### src/rtl/fsm_count_decoder.sv
// fsm_count_decoder: recovers data bits from a 0-1-2-(3) counter stream, tracks lock, packs words
// Ports:
//   clk, rstn (async, active-low)   clock and reset
//   count_in [1:0]                   observed counter state, sampled every rising edge
//   clr                              synchronous clear of err_count
//   bit_valid / bit_out              strobe + recovered bit (emitted only while locked)
//   word_valid / word_out            strobe + completed word, first bit in MSB
//   locked                           decoder is in LOCKED
//   err_pulse / err_count            strobe per illegal transition + saturating count
module fsm_count_decoder #(
  parameter int WORD_W    = 8,
  parameter int LOCK_CNT  = 4,
  parameter int ERR_CNT_W = 8
) (
  input  logic                 clk,
  input  logic                 rstn,
  input  logic [1:0]           count_in,
  input  logic                 clr,
  output logic                 bit_valid,
  output logic                 bit_out,
  output logic                 word_valid,
  output logic [WORD_W-1:0]    word_out,
  output logic                 locked,
  output logic                 err_pulse,
  output logic [ERR_CNT_W-1:0] err_count
);
  localparam int IW = $clog2(WORD_W);
  localparam int GW = $clog2(LOCK_CNT + 1);
  typedef enum logic [1:0] {HUNT, CHECK, LOCKED} state_t;
  state_t              state;
  logic [1:0]          prev;
  logic                prev_v;
  logic [GW-1:0]       good_cnt;
  logic [IW-1:0]       idx;
  logic [WORD_W-2:0]   shreg;
  logic                legal, rec, ill, b;
  logic [WORD_W-1:0]   nxt_word;
  // 3->0 is covered by the mod-4 increment; 2->0 is the only backward step allowed
  always_comb begin
    legal    = (count_in == prev + 2'd1) || (prev == 2'd2 && count_in == 2'd0);
    rec      = prev_v && legal && prev == 2'd2;
    ill      = prev_v && !legal;
    b        = count_in == 2'd3;
    nxt_word = {shreg, b};
  end
  always_ff @(posedge clk or negedge rstn) begin
    if (!rstn) begin
      state      <= HUNT;
      prev       <= 2'd0;
      prev_v     <= 1'b0;
      good_cnt   <= '0;
      idx        <= '0;
      shreg      <= '0;
      bit_valid  <= 1'b0;
      bit_out    <= 1'b0;
      word_valid <= 1'b0;
      word_out   <= '0;
      locked     <= 1'b0;
      err_pulse  <= 1'b0;
      err_count  <= '0;
    end else begin
      prev       <= count_in;
      prev_v     <= 1'b1;
      bit_valid  <= 1'b0;
      word_valid <= 1'b0;
      err_pulse  <= ill;
      err_count  <= clr ? '0 : (ill && !(&err_count)) ? err_count + 1'b1 : err_count;
      if (ill) begin
        state    <= HUNT;
        locked   <= 1'b0;
        good_cnt <= '0;
        idx      <= '0;
      end else if (rec) begin
        if (state == LOCKED) begin
          bit_valid <= 1'b1;
          bit_out   <= b;
          shreg     <= nxt_word[WORD_W-2:0];
          if (idx == IW'(WORD_W - 1)) begin
            word_out   <= nxt_word;
            word_valid <= 1'b1;
            idx        <= '0;
          end else begin
            idx <= idx + 1'b1;
          end
        end else if (good_cnt + 1'b1 == GW'(LOCK_CNT)) begin
          state    <= LOCKED;
          locked   <= 1'b1;
          good_cnt <= good_cnt + 1'b1;
        end else begin
          state    <= CHECK;
          good_cnt <= good_cnt + 1'b1;
        end
      end
    end
  end
endmodule

### config.mk
export PLATFORM = sky130hd
export DESIGN_NAME = fsm_count_decoder
export DESIGN_NICKNAME = d
export VERILOG_FILES = /design/src/rtl/fsm_count_decoder.sv
export SDC_FILE = /design/constraint.sdc
export NUM_CORES = 1
export LEC_CHECK = 0
export ABC_AREA = 1
export CAP_MARGIN = 5
export CORE_MARGIN = 4
export CORE_UTILIZATION = 48
export DETAILED_ROUTE_END_ITERATION = 8
export PLACE_DENSITY_LB_ADDON = 0.08
export SYNTH_ARGS = -nofsm -noshare
export SYNTH_HDL_FRONTEND = slang
export SYNTH_SLANG_ARGS = --single-unit
### constraint.sdc
create_clock -name clk -period 1.6 [get_ports clk]
set_input_delay 0.24 -clock clk [delete_from_list [all_inputs] [get_ports clk]]
set_output_delay 0.24 -clock clk [all_outputs]
set_load 0.01 [all_outputs]
; Word-level counts from Yosys, hierarchy flattened
; Index checks and enable logic that the tools add are counted.
[classes]
reduce_logical = 19
muxes = 24
add_sub_neg = 4
n_eq_ne = 7
bitwise_logic = 1
[op_table]
columns = op, n
row1 = 3-bit 2-to-1 mux, 7
row2 = 8-bit 2-to-1 mux, 2
row3 = 1-bit 2-to-1 mux, 11
row4 = "8-bit by 1-bit adder with 8-bit output, second input constant", 1
row5 = 2-bit 2-to-1 mux, 4
row6 = 8-bit AND reduction, 1
row7 = 2-bit nonzero test, 4
row8 = "3-bit by 1-bit adder with 3-bit output, second input constant", 2
row9 = "2-bit == test, second input constant", 3
row10 = "3-bit == test, second input constant", 2
row11 = 3-bit AND reduction, 2
row12 = 1-bit logical AND, 5
row13 = 2-bit AND reduction, 2
row14 = 4-bit AND reduction, 1
row15 = "2-bit by 1-bit adder with 2-bit output, second input constant", 1
row16 = 2-bit == test, 1
row17 = 1-bit logical NOT, 2
row18 = 2-bit logical NOT, 1
row19 = "2-bit inequality test, second input constant", 1
row20 = 1-bit logical OR, 1
row21 = 1-bit inverter, 1
[totals]
wordCells = 68
reg_bits = 39

; Logic depth before layout (Yosys ltp)
; Gate-level depths: netlist of the first run.
[depth]
depth_word = 8
mapped_depth = 11
depth_no_buf = 11

; Least setup slack after synthesis of the first run
; OpenSTA, ideal clock, no wires.
[synth_timing]
path_type = register to register
start = register prev[0]
end = register word_out[1]
arrival_ns = 1.359
period_less_slack_ns = 1.477
stages_incl_launch_ff = 12
setup_ns = 0.118
slack_ns = 0.123
t_required_ns = 1.482
cell_sequence = dfrtp_1 > inv_1 > ha_1 > inv_1 > nand2_1 > nand2_1 > nand2_2 > nand2_2 > nand3_4 > buf_6 > nand2_1 > o21ai_2
[synth_via]
elab_chain_cells = 7
word_cells_on_any_way = 11
cone_classes = 1 x add/sub / 2 x eq/ne / 1 x bitwise / 7 x reduce/logical
[synth_rtl]
columns = element, line_no
row1 = "start, declared", 31  ; logic [1:0] prev;
row2 = "start signal, assigned", 62  ; prev <= count_in;
row3 = 2-bit by 1-bit adder with 2-bit output / 2-bit == test (equally long branches), "40, 41"
row4 = 2-bit == test / 1-bit logical AND (equally long branches), 40  ; legal = (count_in == prev + 2'd1) || (prev == 2'd2 && count_in == 2'd0);
row5 = 1-bit logical OR, 40
row6 = 1-bit logical NOT, 42  ; ill = prev_v && !legal;
row7 = 1-bit logical AND, 42
row8 = 1-bit inverter (no source line), -
row9 = 4-bit AND reduction (no source line) (*), -
row10 = "end signal, assigned", 79  ; word_out <= nxt_word;
row11 = "end, declared", 22  ; output logic [WORD_W-1:0] word_out,
; Every way passes the cells marked *; elsewhere a longest branch is shown, timed or not.
; A chain may end at the register's enable or synchronous reset.

; Worst setup path in the final report of the first run
[layout_timing]
start = register err_count[5]
end = output port err_count[5]
[layout_rtl]
columns = element, line_no
row1 = "start, declared", 25  ; output logic [ERR_CNT_W-1:0] err_count
row2 = "start signal, assigned", 67  ; err_count <= clr ? '0 : (ill && !(&err_count)) ? err_count + 1'b1 : err_count;
; No word-level cell between the ends.

==> results of run 1 <==
-- routing by layer --
layer,track usage,routed length [um],part of all wire,vias to the layer above
met5,0,0,0,-
met1,0.192,1600,0.44,692
li1,-,-,-,722
met2,0.277,1840,0.51,22
met3,0.0475,150,0.041,5
met4,0.0638,50,0.014,0
-- power groups by stage --
| stage | Combinational [uW] | Clock, uW | Sequential, uW |
|---|---|---|---|
| 6_report | 225 | 800 | 998 |
| 5_1_grt | 250 | 865 | 1000 |
| 4_1_cts | 176 | 817 | 997 |
| 3_5_place_dp | 173 | 0 | 1020 |
| 3_3_place_gp | 165 | 0 | 1010 |
| 2_1_floorplan | 83.1 | 0 | 1020 |
-- cells in the final DEF (no fill, tap or decap), types with 7 or more instances in the layout --
cell	instances
inv_1	29
nand3_2	9
nor2_1	7
nand2_1	58
o21ai_2	12
buf_4	8
dfrtp_1	35
clkdlybuf4s50_1	24
nand3_1	14
-- cell type report --
type                       count  area (sq um)
fill                         312          1250
sequential                    38           955
multi-input combinational    134           843
timing repair buffer          35           345
inverter                      33           124
clock buffer                   5          68.8
tap                           48          60.1
clock inverter                 3          40.0
-- how the worst min path moves through the flow --
stage,depth (start not counted),endpoint
final,2,err_count[3]
after global routing,2,prev_v
after floorplan,0,bit_valid
after global placement,2,err_count[3]
after CTS,2,word_out[6]
after detailed placement,2,err_count[7]
-- metrics by stage --
| step | cell area (sq um) | worst slack (ps) |
|---|---|---|
| after global placement | 2160 | -29.2 |
| after detailed placement | 2160 | -110 |
| after global routing | 2440 | -62.7 |
| after floorplan | 1850 | 123 |
| after CTS | 2290 | 4.95 |
| final | 2440 | 48.8 |
-- repair_timing --
item,4_1_cts,5_1_grt
setup endpoints to repair,6,33
pin swaps,0,5
gates resized for setup,1,22
buffers inserted,0,5
gates cloned,1,0
hold buffers,0,0
-- cell families after synthesis --
kind of cell,share of synthesized area
compound gates,0.0759
flops,0.515
fa+ha+maj,0.0407
simple gates,0.256
buf+inv,0.0814
xor+xnor,0.0285
other cells,0.00203
-- state kept, by name (all words and copies together), names as in the netlist --
| signal | count |
|---|---|
| shreg | 7 |
| word_valid | 1 |
| locked | 1 |
| prev_v | 1 |
| idx | 3 |
| prev | 2 |
| bit_valid | 1 |
| good_cnt | 3 |
| state | 2 |
| err_pulse | 1 |
| err_count | 8 |
| word_out | 8 |
==> impl_metrics.ini, run 1 <==
[outcome]
outcome = complete, but fails checks
violations = negative hold slack

[logic_synthesis]
syn-num-nets = 218
yosys.area.top_type = dfrtp_1
synth_area_leaders = dfrtp_1, nand2_1, inv_1
avgSynthCellArea_sq_um = 8.92
yosysUniqueCellTypes = 22
synthCells = 207
synthTopCellsByCount = nand2_1, dfrtp_1, inv_1
synth_seq_cells = 38
async_flop_share = 1.00
yosysMostFrequentCell = nand2_1
synth_edf_count = 0
synth_top_area_frac = 0.515
syn_area_sq_mm = 0.00185
synth_flop_cell = dfrtp_1
yosys_warnings = 0
synth_seq_area_share = 0.515

[sta]
grt_setup_unrepaired = true
post-route-min-period_ps = 1550
maxSlewHeadroom = 0.598
setup_tns_ps = 0
hold_viol_final = 2
worstMarginPinSlew_ps = 603
min_period_over_period = 0.970
timing.fmax_mhz = 645
hold_ws_ps = -5.88
maxSlewViolCount = 0
setup_viol = 0
fin_skew_ps = 2.51

[die]
initial_utilization = 0.500
rows = 22
io_pins = 26
die-area_sq_mm = 0.00490
die_h_um = 70.0
core-area_sq_mm = 0.00369
die_w_um = 70.0

[layout]
layout.cells.non_filler = 296
layout-drive-gt1-share = 0.242
area_growth_syn_to_layout_pct = 32.0
final_core_util = 0.660
fin_nets = 258
antenna_cells = 0

[critical_path]
crit_end = err_count[5]
crit_path_start_kind = flip-flop
path_class = flip-flop to output port
timing.critical_path.from = err_count[5]
crit_family = buffers and inverters
cp_slowest_stage_delay_ps = 570
cp.depth = 1
crit_buf_inv = 1
crit_fanout = 6
crit_path_end_kind = output port
required_ps = 1360
r2r_cells = 11
r2r_end = locked
crit_chain = clkdlybuf4s50_1
r2r_setup_slack_ps = 60
timing.rr.start = prev[0]
critPathArrivalTime_ps = 1310
critPathSlowestCell = clkdlybuf4s50_1

[power]
peakVddDrop_mv = 0.605
p_sw_uw = 485
pwr-share-clk = 0.396
power.static_leakage_uw = 0.00125
power.density_mw_per_mm2 = 830
p_total_uw = 2020
comb_power_share = 0.111
switching_share = 0.240
p_seq_frac = 0.493
p_int_uw = 1540

[placed_design]
io_buffers = 25
placed_cells = 282
place_hpwl_mm = 2.42
gp_congestion = 0.716

[global_route]
grt_pass1_vias = 1477
grt_max_degree = 39
grt_pass1_wl_mm = 6.43
antenna_found_initial = 0
overflow = 0
grt_usage = 0.163

[cts]
path_clk_slew_ps = 80
numCtsBuffers = 5
htreeDepth = 2
cts_root_buf = clkbuf_8
clock_tree.buffer_depth = 2
cts.sinks = 38
insertion_delay_ps = 290
cts_tree = done

[detailed_routing]
dr_total_vias = 1441
drt-initial-drc-count = 79
wl_mm = 3.65
ant_nets = 0
post_drt_wl_per_cell_um = 12.3
post_drt_via_cell_ratio = 4.87
drc = 0
first_pass_iters = 4

[flow_run]
drv_cap = 0

[worst_hold_path]
worstHoldPathType = primary input to asynchronous set/reset pin
Power figures use the tool's default switching activity.
==> run 2, diff against run 1 <==
- CORE_UTILIZATION: 48 -> 55
- DONT_BUFFER_PORTS: not set -> 1
==> run 2 against run 1 <==
Against the previous run: the flow now finishes without violations; largest power group unchanged; non-clock buffer count down 23; critical path type is now flip-flop to flip-flop; global-route usage up 1.5 points; clock skew grew 12 ps; clock power shrank 19%; worst setup slack worse by 36 ps.
==> impl_metrics.ini, run 2 (same netlist as run 1, synthesis figures left out) <==
[outcome]
outcome = finished clean

[cts]
insertion_delay_ps = 350
path_clk_slew_ps = 120
cts_root_buf = clkbuf_4
cts_tree = done
numCtsBuffers = 5
clock_tree.buffer_depth = 2
htreeDepth = 2
cts.sinks = 38

[detailed_routing]
drc = 0
post_drt_wl_per_cell_um = 13.1
post_drt_via_cell_ratio = 5.06
wl_mm = 3.52
first_pass_iters = 4
drt-initial-drc-count = 62
dr_total_vias = 1362
ant_nets = 0

[die]
die-area_sq_mm = 0.00435
core-area_sq_mm = 0.00313
io_pins = 26
initial_utilization = 0.590
die_w_um = 65.9
die_h_um = 65.9
rows = 20

[global_route]
grt_pass1_vias = 1337
grt_max_degree = 39
antenna_found_initial = 0
overflow = 0
grt_usage = 0.178
grt_pass1_wl_mm = 5.84

[sta]
worst_slack_ps = 12.9
fin_skew_ps = 14.6
maxSlewViolCount = 0
setup_viol = 0
grt_setup_unrepaired = true
timing.fmax_mhz = 630
hold_viol_final = 0
min_period_over_period = 0.992
worstMarginPinSlew_ps = 554
post-route-min-period_ps = 1590
maxSlewHeadroom = 0.630

[critical_path]
crit_chain = inv_2 -> ha_4 -> inv_2 -> nand2_2 -> nand2_2 -> nand2_4 -> nand3_4 -> nor2_4 -> nand3_2 -> nand2_2
critPathArrivalTime_ps = 1890
cp_common_cell = nand2_2
cp_slowest_stage_delay_ps = 380
critPathSlowestCell = dfrtp_1
crit_path_end_kind = flip-flop
r2r_setup_slack_ps = 10
crit_fanout = 8
crit_family = simple AND/OR/NAND/NOR gates
required_ps = 1900
crit_buf_inv = 2
path_class = flip-flop to flip-flop
crit_path_start_kind = flip-flop

[power]
p_total_uw = 1830
p_int_uw = 1370
p_seq_frac = 0.546
power.static_leakage_uw = 0.00115
pwr-share-clk = 0.355
p_sw_uw = 458
comb_power_share = 0.100
power.density_mw_per_mm2 = 846
peakVddDrop_mv = 0.467
switching_share = 0.250

[placed_design]
pre_cts_ws_ps = -58.1
io_buffers = 0
place_hpwl_mm = 2.34
gp_congestion = 0.753

[layout]
area_growth_syn_to_layout_pct = 17.3
layout_commonest_cell = nand2_1
multi_input_area_sq_um = 842
final_cell_mix = nand2_1, dfrtp_1, inv_1
layout-drive-gt1-share = 0.236
reg_top3 = err_count (8), word_out (8), shreg (7)
fillers = 270
layout.area.seq_sq_um = 951
antenna_cells = 0
fin_nets = 235

[worst_hold_path]
worstHoldPathType = primary input to flip-flop

[flow_run]
drv_cap = 0
run 2: changes by cell type in the layout (fill, tap and decap cells not counted), moves of 3 or more:
cell,before,now
clkdlybuf4s50_1,24,0
dlygate4sd3_1,0,3
dfrtp_1,35,38
dfrtp_2,3,0
clkbuf_4,0,5
nand3_1,14,17
nand3_2,9,6
clkbuf_8,5,0
run 2: cell type report:
type                       count  share of cell area
sequential                    38               0.439
multi-input combinational    134               0.389
inverter                      33              0.0572
timing repair buffer          12              0.0509
tap                           44              0.0254
clock inverter                 3              0.0208
clock buffer                   5              0.0173
run 2: repair_timing:
item / in CTS / in global routing
hold endpoints to repair: 40 / 0
gates resized for setup: 4 / 14
hold buffers: 4 / 0
pin swaps: 4 / 8
buffers inserted: 2 / 1
gates cloned: 1 / 0
setup endpoints to repair: 16 / 32
run 2: path summary, 6_finish.rpt:
path / from / to / cells after the start
worst max-delay path: prev[0] / err_count[0] / 10
worst min-delay path: count_in[0] / word_out[0] / 2
worst max register to register: prev[0] / err_count[0] / 10
worst min register to register: shreg[6] / word_out[7] / 2
max in group asynchronous: rstn / word_out[2] / 2
min in group asynchronous: rstn / err_count[5] / 2
run 2: routing by layer:
metal	share of wire	GRT usage
met5	0	0
met4	0.013	0.0699
met3	0.064	0.0544
met2	0.53	0.305
met1	0.40	0.205
run 2: through the flow:
step / cell area, sq um / utilization / setup TNS, ps / std cells / hold WS [ps]
global route: 2160 / 0.692 / -902 / 269 / 63.0
global placement: 1910 / 0.611 / 0 / 253 / -54.7
finish: 2160 / 0.692 / 0 / 269 / 88.6
floorplan: 1850 / - / 0 / 207 / -55.6
detailed placement: 1910 / 0.611 / -378 / 253 / -54.7
CTS: 2090 / 0.668 / 0 / 268 / 75.1
run 2: power by group through the flow:
| stage | Sequential, uW | Combinational [uW] | Clock, uW |
|---|---|---|---|
| floorplan | 1020 | 83.1 | 0 |
| global placement | 1020 | 110 | 0 |
| detailed placement | 1020 | 118 | 0 |
| CTS | 999 | 162 | 679 |
| global route | 1000 | 201 | 724 |
| finish | 999 | 183 | 650 |
==> run 3, diff against run 2 <==
- CAP_MARGIN: 5 -> 20
==> results of run 3 <==
Final layout, timing and power as in run 2 (identical DEF).
